File: config.mk
export PLATFORM = sky130hd
export DESIGN_NAME = dma_burst_gen
export DESIGN_NICKNAME = d
export VERILOG_FILES = /design/src/rtl/dma_utils_pkg.sv /design/src/rtl/dma_burst_calc.sv /design/src/rtl/dma_burst_gen.sv
export SDC_FILE = /design/constraint.sdc
export NUM_CORES = 1
export LEC_CHECK = 0
export CORE_UTILIZATION = 57
export CTS_CLUSTER_DIAMETER = 50
export DETAILED_ROUTE_END_ITERATION = 8
export GPL_ROUTABILITY_DRIVEN = 1
export PLACE_DENSITY = 0.8
export SLEW_MARGIN = 20
export SYNTH_ARGS = -nofsm -noshare
export SYNTH_HDL_FRONTEND = slang
export SYNTH_SLANG_ARGS = --single-unit
export TNS_END_PERCENT = 20
File: constraint.sdc
create_clock -name clk -period 6.9 [get_ports clk]
set_clock_uncertainty 0.15 [all_clocks]
set_input_delay 0.69 -clock clk [delete_from_list [all_inputs] [get_ports clk]]
set_output_delay 0.69 -clock clk [all_outputs]
set_load 0.05 [all_outputs]
File: src/rtl/dma_utils_pkg.sv
// Shared DMA types and constants: burst-generator FSM states, the AXI 4 KB
// page size and the address-phase payload consumed by dma_streamer.
package dma_utils_pkg;

   typedef enum logic [1:0] {
      IDLE,
      CALC,
      ISSUE
   } dma_bg_st_t;

   localparam int unsigned AXI_4KB    = 4096;
   localparam int unsigned DMA_ADDR_W = 32;

   typedef struct packed {
      logic [DMA_ADDR_W-1:0] addr;
      logic [7:0]            len;
      logic                  last;
   } s_dma_burst_t;

   // Unsigned minimum of two 13-bit beat counts.
   function automatic logic [12:0] min13(input logic [12:0] a, input logic [12:0] b);
      return (a < b) ? a : b;
   endfunction

endpackage

File: src/rtl/dma_burst_calc.sv
// Combinational burst sizing: the largest burst starting at the given page
// offset that respects the max burst length, the 4 KB page end and the
// bytes still to transfer. Shared with the descriptor checker.
module dma_burst_calc
   import dma_utils_pkg::*;
#(
   parameter int BYTES_WIDTH = 32,
   parameter int DATA_WIDTH  = 32
) (
   input  logic [11:0]            addr,       // offset within the 4 KB page
   input  logic [BYTES_WIDTH-1:0] remaining,
   input  logic [7:0]             maxb,
   output logic [12:0]            beats,
   output logic                   last
);

   localparam int BPB_LOG2 = $clog2(DATA_WIDTH / 8);

   logic [12:0]            beats_4k;
   logic [12:0]            beats_max;
   logic [12:0]            beats_rem;
   logic [BYTES_WIDTH-1:0] rem_beats_full;
   logic [BYTES_WIDTH-1:0] burst_bytes;

   // Take the smallest of the three limits; saturate the remaining-beat
   // count at one page so it fits the 13-bit compare.
   always_comb begin
      beats_4k       = (13'(AXI_4KB) - {1'b0, addr}) >> BPB_LOG2;
      beats_max      = {5'b0, maxb} + 13'd1;
      rem_beats_full = remaining >> BPB_LOG2;
      beats_rem      = (rem_beats_full > BYTES_WIDTH'(AXI_4KB)) ? 13'(AXI_4KB)
                                                                 : 13'(rem_beats_full);
      beats          = min13(min13(beats_max, beats_4k), beats_rem);
      burst_bytes    = BYTES_WIDTH'(beats) << BPB_LOG2;
      last           = (burst_bytes == remaining);
   end

endmodule

File: src/rtl/dma_burst_gen.sv
// Address-phase burst generator: splits one transfer request into legal
// AXI bursts (max length, no 4 KB crossing, no overrun), one per handshake.
module dma_burst_gen
   import dma_utils_pkg::*;
#(
   parameter int ADDR_WIDTH  = 32,
   parameter int DATA_WIDTH  = 32,
   parameter int BYTES_WIDTH = 32
) (
   input  logic                   clk,
   input  logic                   rst,
   input  logic                   req_valid_i,
   output logic                   req_ready_o,
   input  logic [ADDR_WIDTH-1:0]  req_addr_i,
   input  logic [BYTES_WIDTH-1:0] req_bytes_i,
   input  logic [7:0]             req_maxb_i,
   output logic                   burst_valid_o,
   input  logic                   burst_ready_i,
   output logic [ADDR_WIDTH-1:0]  burst_addr_o,
   output logic [7:0]             burst_len_o,
   output logic                   burst_last_o,
   output logic                   done_o,
   output logic                   err_o
);

   localparam int BPB      = DATA_WIDTH / 8;
   localparam int BPB_LOG2 = $clog2(BPB);
   localparam int SUM_W    = ((ADDR_WIDTH > BYTES_WIDTH) ? ADDR_WIDTH : BYTES_WIDTH) + 1;

   dma_bg_st_t state, state_nxt;

   logic [ADDR_WIDTH-1:0]  addr_q;
   logic [BYTES_WIDTH-1:0] rem_q;
   logic [7:0]             maxb_q;
   logic [ADDR_WIDTH-1:0]  burst_addr_q;
   logic [7:0]             burst_len_q;
   logic                   burst_last_q;
   logic                   done_q;
   logic                   err_q;

   logic                   accept;
   logic                   load_burst;
   logic                   advance;
   logic                   done_nxt;
   logic                   err_nxt;
   logic                   misaligned;
   logic                   overflow;
   logic [SUM_W-1:0]       req_end;
   logic [SUM_W-1:0]       addr_limit;
   logic [12:0]            calc_beats;
   logic                   calc_last;
   logic [8:0]             issued_beats;
   logic [ADDR_WIDTH-1:0]  step_addr;
   logic [BYTES_WIDTH-1:0] step_bytes;

   dma_burst_calc #(
      .BYTES_WIDTH (BYTES_WIDTH),
      .DATA_WIDTH  (DATA_WIDTH)
   ) u_calc (
      .addr      (addr_q[11:0]),
      .remaining (rem_q),
      .maxb      (maxb_q),
      .beats     (calc_beats),
      .last      (calc_last)
   );

   // Request legality: beat alignment and end address within the space,
   // summed one bit wider so a wrap past the top is visible.
   always_comb begin
      req_end    = SUM_W'(req_addr_i) + SUM_W'(req_bytes_i);
      addr_limit = SUM_W'(1) << ADDR_WIDTH;
      misaligned = ((req_addr_i & ADDR_WIDTH'(BPB - 1)) != '0) ||
                   ((req_bytes_i & BYTES_WIDTH'(BPB - 1)) != '0);
      overflow   = (req_end > addr_limit);
   end

   // Byte advance of the burst just accepted, derived from its AxLEN.
   always_comb begin
      issued_beats = {1'b0, burst_len_q} + 9'd1;
      step_addr    = ADDR_WIDTH'(issued_beats) << BPB_LOG2;
      step_bytes   = BYTES_WIDTH'(issued_beats) << BPB_LOG2;
   end

   // Next-state and control strobes.
   always_comb begin
      // NOTE: every output of this block gets a default first, so no path can
      // leave one unassigned and infer a latch.
      state_nxt  = state;
      accept     = 1'b0;
      load_burst = 1'b0;
      advance    = 1'b0;
      done_nxt   = 1'b0;
      err_nxt    = 1'b0;
      unique case (state)
         IDLE: begin
            if (req_valid_i) begin
               accept = 1'b1;
               if (misaligned || overflow) begin
                  err_nxt = 1'b1;
               end else if (req_bytes_i == '0) begin
                  done_nxt = 1'b1;
               end else begin
                  state_nxt = CALC;
               end
            end
         end
         CALC: begin
            load_burst = 1'b1;
            state_nxt  = ISSUE;
         end
         ISSUE: begin
            if (burst_ready_i) begin
               advance = 1'b1;
               if (burst_last_q) begin
                  done_nxt  = 1'b1;
                  state_nxt = IDLE;
               end else begin
                  state_nxt = CALC;
               end
            end
         end
         default: state_nxt = IDLE;
      endcase
   end

   // State register.
   always_ff @(posedge clk) begin
      // NOTE: sequential state uses non-blocking assignments so every
      // register samples the pre-edge values of its inputs.
      if (rst) begin
         state <= IDLE;
      end else begin
         state <= state_nxt;
      end
   end

   // Request bookkeeping, burst descriptor and status pulses.
   always_ff @(posedge clk) begin
      // NOTE: the datapath is reset along with the FSM because the burst
      // outputs and pulses have defined reset values and an aborted request
      // must not leak a stale descriptor.
      if (rst) begin
         addr_q       <= '0;
         rem_q        <= '0;
         maxb_q       <= '0;
         burst_addr_q <= '0;
         burst_len_q  <= '0;
         burst_last_q <= 1'b0;
         done_q       <= 1'b0;
         err_q        <= 1'b0;
      end else begin
         done_q <= done_nxt;
         err_q  <= err_nxt;
         if (accept) begin
            addr_q <= req_addr_i;
            rem_q  <= req_bytes_i;
            maxb_q <= req_maxb_i;
         end
         if (load_burst) begin
            burst_addr_q <= addr_q;
            burst_len_q  <= 8'(calc_beats - 13'd1);
            burst_last_q <= calc_last;
         end
         if (advance) begin
            addr_q <= addr_q + step_addr;
            rem_q  <= rem_q - step_bytes;
         end
      end
   end

   assign req_ready_o   = (state == IDLE);
   assign burst_valid_o = (state == ISSUE);
   assign burst_addr_o  = burst_addr_q;
   assign burst_len_o   = burst_len_q;
   assign burst_last_o  = burst_last_q;
   assign done_o        = done_q;
   assign err_o         = err_q;

endmodule

# ---- Word-level counts from Yosys, hierarchy flattened
# Index checks and enable logic that the tools add are counted.
dict set report word_totals {
  regBits 117
  out_inout_bits 45
  word_cells 63
}
dict set report classes {
  n_addsub 7
  magnitude_cmp 4
  n_eq_ne 7
  n_mux 25
  bitwise_logic 2
  reduce_logical 9
}
# op count
set ops {}
lappend ops {{$mux W32} 4}
lappend ops {{$reduce_bool A32 Y1} 2}
lappend ops {{$mux W13} 3}
lappend ops {{$add A32 B32 Y33} 1}
lappend ops {{$gt A33 B33 Y1 const B} 1}
lappend ops {{$add A32 B11 Y32} 1}
lappend ops {{$eq A15 B32 Y1} 1}
lappend ops {{$logic_not A32 Y1} 1}
lappend ops {{$sub A32 B11 Y32} 1}
lappend ops {{$gt A30 B13 Y1 const B} 1}
lappend ops {{$add A8 B1 Y9 const B} 2}
lappend ops {{$lt A13 B11 Y1} 1}
lappend ops {{$lt A13 B13 Y1} 1}
lappend ops {{$sub A13 B12 Y13 const A} 1}
lappend ops {{$mux W1} 12}
lappend ops {{$mux W2} 4}
lappend ops {{$sub A8 B1 Y8 const B} 1}
lappend ops {{$ne A2 B2 Y1 const B} 3}
lappend ops {{$pmux W2 S3} 1}
lappend ops {{$reduce_and A4 Y1} 1}
lappend ops {{$reduce_or A3 Y1} 1}
lappend ops {{$eq A2 B1 Y1 const B} 1}
lappend ops {{$eq A2 B2 Y1 const B} 1}
lappend ops {{$logic_not A2 Y1} 1}
lappend ops {{5 further kinds} 7}

# ---- Depth between registers and ports, before layout
# Gate-level depths: netlist of run 1.
dict set report logic_depth {
  word_depth 6
  mapped_depth 33
  mapped_depth_nobuf 30
}

# ---- Hierarchy
# From an unflattened synthesis of run 1, not the netlist that was laid out.
dict set report unflattened {
  cells_unflattened 1292
  area_unflattened_um2 9530.4
}
# mod instances cells_per_inst area_per_inst_um2 seq_area_each_um2
set modules_own_cells {}
lappend modules_own_cells {dma_burst_gen 1 1064 7888.8 2342.2}
lappend modules_own_cells {dma_burst_calc 1 228 1641.6 0.0}

# ---- Worst setup path after synthesis of run 1
# Ideal clock, no wire load.
dict set report synth_timing {
  path_kind {flip-flop to flip-flop}
  start {register addr_q[0]}
  end {register burst_len_q[4], in the netlist burst_len_o[4]}
  setup_time_ps 117
  t_arrival_ps 5291
  t_required_ps 6633
  path_slack_ps 1341
  stages_incl_launch_ff 30
  n_path_buf 2
  synth_period_minus_slack_ps 5559
  path_cell_list {dfxtp_1 > nor4_4 > nand3_2 > nor2_1 > xnor2_1 > inv_1 > ha_1 > nand3_1 > or2_2 > o32ai_2 > a221o_2 > nand2_4 > o21ai_2 > ha_1 > a21o_1 > a21o_1 > a21oi_1 > nor2b_1 > o21ai_0 > nand2_1 > nand3_1 > and2_4 > buf_6 > nor2_1 > a21oi_1 > ha_1 > clkbuf_1 > a21oi_1 > o311a_1 > a32o_1}
}
dict set report synth_via {
  elab_chain_len 6
}
# item line
set synth_lines {}
lappend synth_lines {{start: declaration} dma_burst_gen.sv:32} ;# logic [ADDR_WIDTH-1:0] addr_q;
lappend synth_lines {{start signal: assignment} dma_burst_gen.sv:155} ;# addr_q <= req_addr_i;
lappend synth_lines {{start signal: assignment} dma_burst_gen.sv:165} ;# addr_q <= addr_q + step_addr;
lappend synth_lines {{$sub A13 B12 Y13 (*)} dma_burst_calc.sv:28} ;# beats_4k = (13'(AXI_4KB) - {1'b0, addr}) >> BPB_LOG2;
lappend synth_lines {{$lt A13 B11 Y1} dma_utils_pkg.sv:22} ;# return (a < b) ? a : b;
lappend synth_lines {{$mux W13 (*)} dma_utils_pkg.sv:22}
lappend synth_lines {{$lt A13 B13 Y1} dma_utils_pkg.sv:22}
lappend synth_lines {{$mux W13 (*)} dma_utils_pkg.sv:22}
lappend synth_lines {{$sub A8 B1 Y8 (*)} dma_burst_gen.sv:161} ;# burst_len_q <= 8'(calc_beats - 13'd1);
lappend synth_lines {{end signal: assignment} dma_burst_gen.sv:161}
lappend synth_lines {{end: declaration} dma_burst_gen.sv:36} ;# logic [7:0] burst_len_q;
# Mark *: on every way between the ends. The rest lies on a longest branch, timed or not.
# A chain may end at the register's enable or synchronous reset.

# ---- Final worst setup path of run 1
dict set report layout_timing {
  start {register addr_q[0]}
  end {register burst_len_q[6], in the netlist burst_len_o[6]}
}
# The elaborated chain is that of the path after synthesis.

==> results of run 1 <==
cell families (layout without fill, tap and decap cells):
| kind of cell | Yosys count | after routing | share of synthesized area |
|---|---|---|---|
| AO/OA/AOI/OAI | 382 | 382 | 0.274 |
| XOR/XNOR | 61 | 61 | 0.0586 |
| adder cells (fa/ha/maj) | 71 | 71 | 0.0996 |
| buffers and inverters | 109 | 206 | 0.0465 |
| flip-flops | 117 | 117 | 0.257 |
| multiplexers | 8 | 8 | 0.00892 |
| other | 1 | 3 | 0.000411 |
| AND/OR/NAND/NOR | 480 | 480 | 0.255 |
state kept, by name (all words and copies together) (netlist names):
name and count:
addr_q 32, burst_addr_o 32, burst_last_o 1, burst_len_o 8, done_o 1, err_o 1
maxb_q 8, rem_q 32, state 2
area by class of cell:
type | instances | area, sq um | area share
Timing Repair Buffer | 128 | 1260 | 0.115
Clock inverter | 14 | 116 | 0.0106
Clock buffer | 18 | 439 | 0.0401
Inverter | 46 | 173 | 0.0157
Tap cell | 211 | 264 | 0.0241
Antenna cell | 1 | 2.50 | 0.000228
Sequential cell | 117 | 2340 | 0.214
Multi-Input combinational cell | 1004 | 6370 | 0.581
metal layers:
metal | global-route usage | wire length (microns) | vias up
met1 | 0.437 | 11600 | 4501
met5 | 0 | 0 | -
li1 | - | - | 4696
met4 | 0.211 | 1660 | 0
met2 | 0.592 | 13600 | 462
met3 | 0.0636 | 2210 | 86
worst paths after layout:
kind	end	slack, ns	depth (start not counted)
setup reg to reg	burst_len_o[6]	0.77	28
hold reg to reg	burst_addr_o[27]	0.30	2
setup / recovery	burst_len_o[6]	0.77	28
hold / removal	burst_addr_o[27]	0.30	2
stage by stage:
step	hold WS, ns	setup slack (ns)
after floorplan	0.286	1.34
after global placement	0.295	0.961
after detailed placement	0.297	0.810
after CTS	0.306	0.790
after global routing	0.325	0.276
final	0.304	0.771
cell usage in the layout, fill, tap and decap left out, types with 7 or more instances in the layout:
master	count
nor3_1	29
nand3_1	33
xnor2_1	41
nor2b_1	10
a22oi_1	15
and3_1	17
o21ai_0	46
nor4_1	26
buf_4	9
inv_6	7
clkbuf_16	17
a21o_1	39
or3_1	10
inv_1	45
nand2b_1	9
nor2_1	80
a221oi_1	15
dfxtp_1	117
clkdlybuf4s50_1	119
mux2i_1	7
xor2_1	20
o21ai_1	11
a31oi_1	23
o211ai_1	16
ha_1	67
o21bai_1	9
nand2_1	198
or4_1	8
or2_2	8
nand4_1	16
a21oi_1	133
o311ai_0	7
report_power, final:
group	switching, mW	internal, mW
Sequential	0.0414	0.703
Clock	0.358	0.477
Combinational	0.291	0.215
worst min-delay path, stage by stage (launching register included):
cell and delay, ns:
dfxtp_1 0.31, nand2_1 0.05, a21oi_1 0.05
==> impl_results.md, run 1 <==
- Ys Warns: 0
- DR iter-0 viols: 847
- CTS tree: done
- Design area: 11000 sq um
- RSZ-0062 raised after global routing: false
- CP Launch Type: flop
- CP arrival: 6.34 ns
- Resize count post-CTS: 0
- Layout cells sized above 1: 0.0550
- Clock Sinks: 117
- Tot GR Track Use: 0.358
- Remaining Overflow, GRT: 0
- Vias in the first global route: 8795
- Slew headroom: 0.392
- First-pass DRT Iterations: 6
- I/O Buffers: 120
- Routed WL per cell: 18.9 microns
- Vias: 9745
- DRC violations left: 0
- Power Density: 190 nW/um^2
- Max Clk Rate: 163 MHz
- Yosys cell types: 87
- Final setup fails: 0
- Status: finished clean
- Syn Std Cell Area: 9120 sq um
- Synth Area per Inst: 7.42 sq um
- Most used standard cell by instance count after synthesis: nand2_1
- Final hold vios: 0
- Total die area: 16500 sq um
- Clock Path Buffers: 2
- Hold WC Path Type: reg2reg
- Nets: 1460
- Row cnt: 45
- Ports: 121
- Fillers: 1344
- Largest net degree at the start of global routing: 75
- Sequential share of the synthesized area: 0.257
- Count of buffer and inverter cells on the critical path: 2
- Reg2reg start: addr_q[0]
- WL final: 29.1 mm
- Maximum vdd ir drop: 198 uV
- Leakage: 4.29 nW
- Max_cap viols: 0
- Clock slew at reported path FFs: 0.06 ns
- Final period util: 0.888
- Async S/R FF share, synth: 0
- Post-CTS setup buffers: 0
- Clock Latency Late Sink: 0.42 ns
- Total Power: 2.09 mW
- Critical path type: reg2reg
- Yosys top cell by area: dfxtp_1
- Root Buffer Master: clkbuf_16
- Origin of the worst setup path: addr_q[0]
- DIE WIDTH: 129 microns
- Synth Flop Type: dfxtp_1
- Die height: 129 microns
- Placed cells: 1506
- Setup_tns: 0 ns
- Crit end category: flop
- Htree depth: 4
- Seq cells post-synth: 117
- Global-route wire length before repair: 45.8 mm
- Synth top area cells: dfxtp_1, ha_1, nand2_1
- Post-CTS Hold Fix Bufs: 0
- Global placer's final weighted congestion: 0.975
- DR vias/cell: 6.33
- Cts bufs inserted: 17
- Post-route non-filler standard cell count: 1539
- Initial antenna violation count: 1
- Area after DPL: 10400 sq um
- Critical path data required time: 7.11 ns
- Minimum clock period: 6.13 ns
- Number of synthesized flops with an enable pin: 0
- Starting density of the core: 0.591
- Fin. max-slew vios: 0
- Worst Max-Slew Pin Slew: 0.911 ns
- Worst path slowest cell: nor4_4
- Post-Syn Instances: 1229
- Critical Path Fanout Max: 13
- Layout area overhead: 20.2%
- Delay-heaviest family, CP: compound AO/OA/AOI/OAI gates
- DRT antenna net count: 0
- Hold_sp: burst_addr_o[27]
- Top-area cell type share of the netlist area: 0.257
- Max incr delay on CP: 0.47 ns
- Core Footprint: 15400 sq um
- Synth cell count leaders: nand2_1, a21oi_1, dfxtp_1, nor2_1, ha_1
- End-of-flow core utilization: 0.711
- DP HPWL: 22.2 mm
(Power assumes the default switching activity.)
==> run 2, diff against run 1 <==
CORE_MARGIN = 2   (was default)
CORE_UTILIZATION = 61   (was 57)
PLACE_DENSITY = 0.85   (was 0.8)
clock period = 7.5 ns   (was 6.9 ns; I/O delays follow)
==> impl_results.md, run 2 (synthesis gave the netlist of run 1 again) <==
- Metal3 WL: 2.26 mm (was 2.21 mm)
- Resize count post-CTS: 0 (unchanged)
- Vias in the first global route: 9101 (was 8795)
- Hold Slack: 0.306 ns (was 0.304 ns)
- Leakage: 4.30 nW (was 4.29 nW)
- WL final: 29.4 mm (was 29.1 mm)
- Cts bufs inserted: 17 (unchanged)
- Starting density of the core: 0.625 (was 0.591)
- Worst path slowest cell: nor4_4 (unchanged)
- Nets: 1460 (unchanged)
- Post-route non-filler standard cell count: 1511 (was 1539)
- Critical path data required time: 7.71 ns (was 7.11 ns)
- Worst Max-Slew Pin Slew: 1.16 ns (was 0.911 ns)
- Tot GR Track Use: 0.367 (was 0.358)
- Core Footprint: 14600 sq um (was 15400 sq um)
- Top Metal Used: met4 (unchanged)
- Critical path type: reg2reg (unchanged)
- Global-route wire length before repair: 47.0 mm (was 45.8 mm)
- Hold WC Path Type: reg2reg (unchanged)
- Commonest non-fill, non-tap cell in the layout: nand2_1 (unchanged)
- Row cnt: 44 (was 45)
- Post-CTS setup buffers: 0 (unchanged)
- Total die area: 15900 sq um (was 16500 sq um)
- DR iter-0 viols: 843 (was 847)
- Placed cells: 1479 (was 1506)
- Fin. max-slew vios: 0 (unchanged)
- Clock slew at reported path FFs: 0.06 ns (about the same)
- Max_cap viols: 0 (unchanged)
- I/O Buffers: 120 (unchanged)
- Final hold vios: 0 (unchanged)
- Htree depth: 4 (unchanged)
- Status: finished clean (unchanged)
- Setup_tns: 0 ns (unchanged)
- Largest net degree at the start of global routing: 78 (was 75)
- Max incr delay on CP: 0.44 ns (was 0.47 ns)
- Fillers: 1134 (was 1344)
- Minimum clock period: 6.10 ns (was 6.13 ns)
- DP HPWL: 22.2 mm (about the same)
- Layout area overhead: 19.9% (was 20.2%)
- CTS tree: done (unchanged)
- DR vias/cell: 6.53 (was 6.33)
- RSZ-0062 raised after global routing: false (unchanged)
- DRT antenna net count: 0 (unchanged)
- Total Power: 1.95 mW (was 2.09 mW)
- DIE WIDTH: 126 microns (was 129 microns)
- WL met1: 11.5 mm (was 11.6 mm)
- Multi-input gate area: 6360 sq um (was 6370 sq um)
- Crit end category: flop (unchanged)
- Final period util: 0.813 (was 0.888)
- CP Launch Type: flop (unchanged)
- Final WS setup: 1.40 ns (was 0.771 ns)
- Die height: 126 microns (was 129 microns)
- Root Buffer Master: clkbuf_16 (unchanged)
- Sequential cell area: 2340 sq um (unchanged)
- Remaining Overflow, GRT: 0 (unchanged)
- Antenna cells: 0 (was 1)
- Max Clk Rate: 164 MHz (was 163 MHz)
- Clock Latency Late Sink: 0.42 ns (about the same)
- Routed WL per cell: 19.5 microns (was 18.9 microns)
- Most frequent cells in the layout: nand2_1, a21oi_1, clkdlybuf4s50_1, dfxtp_1, nor2_1 (unchanged)
- Final setup fails: 0 (unchanged)
- Layout cells sized above 1: 0.0543 (was 0.0550)
- End-of-flow core utilization: 0.750 (was 0.711)
- Ports: 121 (unchanged)
- CP arrival: 6.31 ns (was 6.34 ns)
- Maximum vdd ir drop: 185 uV (was 198 uV)
- Dpl ws: 1.51 ns (was 0.810 ns)
- Slew headroom: 0.226 (was 0.392)
- Power Density: 178 nW/um^2 (was 190 nW/um^2)
- DR WL met2: 13.9 mm (was 13.6 mm)
- Global placer's final weighted congestion: 0.961 (was 0.975)
- Initial antenna violation count: 0 (was 1)
- Clock Path Buffers: 2 (unchanged)
- First-pass DRT Iterations: 5 (was 6)
- Critical Path Fanout Max: 13 (unchanged)
- Post-CTS Hold Fix Bufs: 0 (unchanged)
- Area after DPL: 10400 sq um (about the same)
- Vias: 9864 (was 9745)
- DRC violations left: 0 (unchanged)
- Design area: 10900 sq um (was 11000 sq um)
- Clock Sinks: 117 (unchanged)
## run 2: final timing paths
kind / to / startpoint / cells after the start / slack, ns
setup / recovery: burst_len_o[6] / addr_q[0] / 28 / 1.40
hold / removal: burst_addr_o[31] / burst_addr_o[31] / 2 / 0.31
setup reg to reg: burst_len_o[6] / addr_q[0] / 28 / 1.40
hold reg to reg: burst_addr_o[31] / burst_addr_o[31] / 2 / 0.31
## run 2: where the power goes
| part | total, mW | internal, mW | switching, mW |
|---|---|---|---|
| Clock | 0.794 | 0.464 | 0.330 |
| Sequential | 0.685 | 0.646 | 0.0382 |
| Combinational | 0.468 | 0.198 | 0.270 |
| Total | 1.95 | 1.31 | 0.639 |
## run 2: critical path: cells and delay by family (launching register included)
kind	cells	cell delay [ns]
compound gates	10	2.14
xor+xnor	1	0.13
fa+ha+maj	3	0.98
buf+inv	2	0.20
flops	1	0.39
mux	1	0.11
simple gates	11	1.93
## run 2: final cells by class
cell class | count | area share
Timing Repair Buffer | 128 | 0.115
Sequential cell | 117 | 0.214
Multi-Input combinational cell | 1004 | 0.582
Inverter | 46 | 0.0158
Clock buffer | 18 | 0.0392
Tap cell | 184 | 0.0210
Clock inverter | 14 | 0.0128
## run 2: routing by layer
| layer | vias up | track usage |
|---|---|---|
| met5 | - | 0 |
| met4 | 0 | 0.202 |
| met3 | 100 | 0.0675 |
| met2 | 479 | 0.608 |
| met1 | 4608 | 0.450 |
| li1 | 4677 | - |
==> run 3, diff against run 2 <==
CORE_UTILIZATION = 57   (was 61)
PLACE_DENSITY = 0.8   (was 0.85)
clock period = 6.1 ns   (was 7.5 ns; I/O delays follow)
==> impl_results.md, run 3 (synthesis gave the netlist of run 1 again) <==
- Status: finished clean (unchanged)
- Clock Path Buffers: 2 (unchanged)
- Row cnt: 46 (was 44)
- Htree depth: 4 (unchanged)
- Cts bufs inserted: 17 (unchanged)
- Critical Path Fanout Max: 10 (was 13)
- Starting density of the core: 0.578 (was 0.625)
- Routed WL per cell: 18.8 microns (was 19.5 microns)
- Hold path endpoint: burst_addr_o[16] (was burst_addr_o[31])
- CP Launch Type: flop (unchanged)
- Global-route wire length before repair: 44.9 mm (was 47.0 mm)
- Final period util: 0.940 (was 0.813)
- DR iter-0 viols: 1093 (was 843)
- Remaining Overflow, GRT: 0 (unchanged)
- Total Power: 2.38 mW (was 1.95 mW)
- Max_cap viols: 0 (unchanged)
- Final setup fails: 0 (unchanged)
- Antenna cells: 0 (unchanged)
- Placed cells: 1515 (was 1479)
- DRT antenna net count: 0 (unchanged)
- Post-route non-filler standard cell count: 1549 (was 1511)
- Tot GR Track Use: 0.338 (was 0.367)
- Commonest non-fill, non-tap cell in the layout: nand2_1 (unchanged)
- Core Footprint: 15800 sq um (was 14600 sq um)
- Hold_sp: burst_addr_o[16] (was burst_addr_o[31])
- Worst Hold Path Cells: 2 (unchanged)
- Critical path type: reg2reg (unchanged)
- Total die area: 17000 sq um (was 15900 sq um)
- Layout cells sized above 1: 0.0615 (was 0.0543)
- First-pass DRT Iterations: 6 (was 5)
- Layout area overhead: 21.1% (was 19.9%)
- CTS tree: done (unchanged)
- Fin. max-slew vios: 0 (unchanged)
- Largest net degree at the start of global routing: 94 (was 78)
- Root Buffer Master: clkbuf_16 (unchanged)
- Reg2reg setup slack: 0.37 ns (was 1.40 ns)
- Die height: 131 microns (was 126 microns)
- Leakage: 4.32 nW (was 4.30 nW)
- Fillers: 1377 (was 1134)
- Critical path data required time: 6.26 ns (was 7.71 ns)
- WL final: 29.1 mm (was 29.4 mm)
- CP arrival: 5.90 ns (was 6.31 ns)
- DR vias/cell: 6.29 (was 6.53)
- Setup_tns: 0 ns (unchanged)
- Hold WC Path Type: reg2reg (unchanged)
- Minimum clock period: 5.73 ns (was 6.10 ns)
- Nets: 1466 (was 1460)
- Worst Max-Slew Pin Slew: 1.09 ns (was 1.16 ns)
- DRC violations left: 0 (unchanged)
- DP HPWL: 21.9 mm (was 22.2 mm)
- Global placer's final weighted congestion: 0.982 (was 0.961)
- Most frequent cells in the layout: nand2_1, a21oi_1, clkdlybuf4s50_1, dfxtp_1, nor2_1 (unchanged)
- Vias in the first global route: 8718 (was 9101)
- Clock Sinks: 117 (unchanged)
- Maximum vdd ir drop: 219 uV (was 185 uV)
- Reg2reg start: addr_q[0] (unchanged)
- Power Density: 216 nW/um^2 (was 178 nW/um^2)
- Max Clk Rate: 174 MHz (was 164 MHz)
- Reg2reg path depth: 24 (was 28)
- Ports: 121 (unchanged)
- Vias: 9747 (was 9864)
- FF-to-FF End: burst_len_o[4] (was burst_len_o[6])
- Slew headroom: 0.274 (was 0.226)
- Final hold vios: 0 (unchanged)
- Clock Latency Late Sink: 0.43 ns (was 0.42 ns)
- Initial antenna violation count: 0 (unchanged)
- Clock slew at reported path FFs: 0.06 ns (about the same)
- Crit end category: flop (unchanged)
- DIE WIDTH: 131 microns (was 126 microns)
- Origin of the worst setup path: addr_q[0] (unchanged)
- RSZ-0062 raised after global routing: false (unchanged)
- I/O Buffers: 120 (unchanged)
-- run 3: cell count changes in the layout (fill, tap and decap cells not counted), moves of 2 or more --
| cell | previous run | this run |
|---|---|---|
| buf_4 | 9 | 15 |
| ha_2 | 0 | 2 |
| ha_1 | 67 | 65 |
| inv_8 | 0 | 5 |
| inv_6 | 8 | 4 |
-- run 3: critical path, stage by stage (launching register included) --
cell and delay, ns:
dfxtp_1 0.39, or4_4 0.61, nor3_1 0.22, xnor2_1 0.18, inv_1 0.09, ha_1 0.30, o21ai_0 0.07, or2_2 0.29
o32ai_4 0.31, a221o_2 0.25, nand2_4 0.11, o31a_1 0.35, inv_1 0.09, ha_1 0.25, a21o_1 0.16, a21o_1 0.17
a41o_1 0.21, o21ai_2 0.18, and2_4 0.20, nor2_1 0.05, a21oi_1 0.13, ha_2 0.26, a21oi_1 0.08, o311a_1 0.32
a32o_1 0.21
-- run 3: layout make-up --
type                    instances  area (sq um)  area share
clock buffers                  17           425      0.0385
clock inverters                15           136      0.0123
inverters                      46           173      0.0156
multi-input cells            1004          6390       0.579
flip-flops and latches        117          2340       0.212
well taps                     216           270      0.0245
repair buffers                134          1300       0.118
-- run 3: per-stage QoR --
step	area [sq um]	setup slack, ns	util	hold slack, ns
2_1_floorplan	9130	0.541	-	0.286
3_3_place_gp	10400	0.359	0.662	0.294
3_5_place_dp	10400	0.263	0.662	0.297
4_1_cts	11000	0.232	0.698	0.306
5_1_grt	11000	0.0234	0.700	0.322
6_report	11000	0.368	0.700	0.305
-- run 3: how the worst max path moves through the flow --
stage	to	slack [ns]	cells past startpoint
floorplan	burst_len_o[4]	0.54	29
global placement	burst_len_o[6]	0.36	27
detailed placement	burst_len_o[4]	0.26	24
CTS	burst_len_o[4]	0.23	24
global route	burst_len_o[6]	0.02	26
finish	burst_len_o[4]	0.37	24
-- run 3: power by group --
part | switching, mW | internal, mW | total, mW | leakage (nW)
registers | 0.0462 | 0.795 | 0.841 | 0.957
logic | 0.335 | 0.248 | 0.583 | 3.09
clock network | 0.424 | 0.537 | 0.961 | 0.270
total | 0.805 | 1.58 | 2.38 | 4.32
-- run 3: layer usage --
layer / vias up / wire length (microns) / global-route usage
met5: - / 0 / 0
met4: 0 / 1720 / 0.193
met3: 95 / 1900 / 0.0517
met2: 442 / 13700 / 0.563
met1: 4520 / 11800 / 0.417
li1: 4690 / - / -
-- run 3: timing repair --
item                                    CTS  global route
resized for setup                         0             5
buffers inserted                          0             2
endpoints found under the setup margin    0             2
hold buffers                              0             0
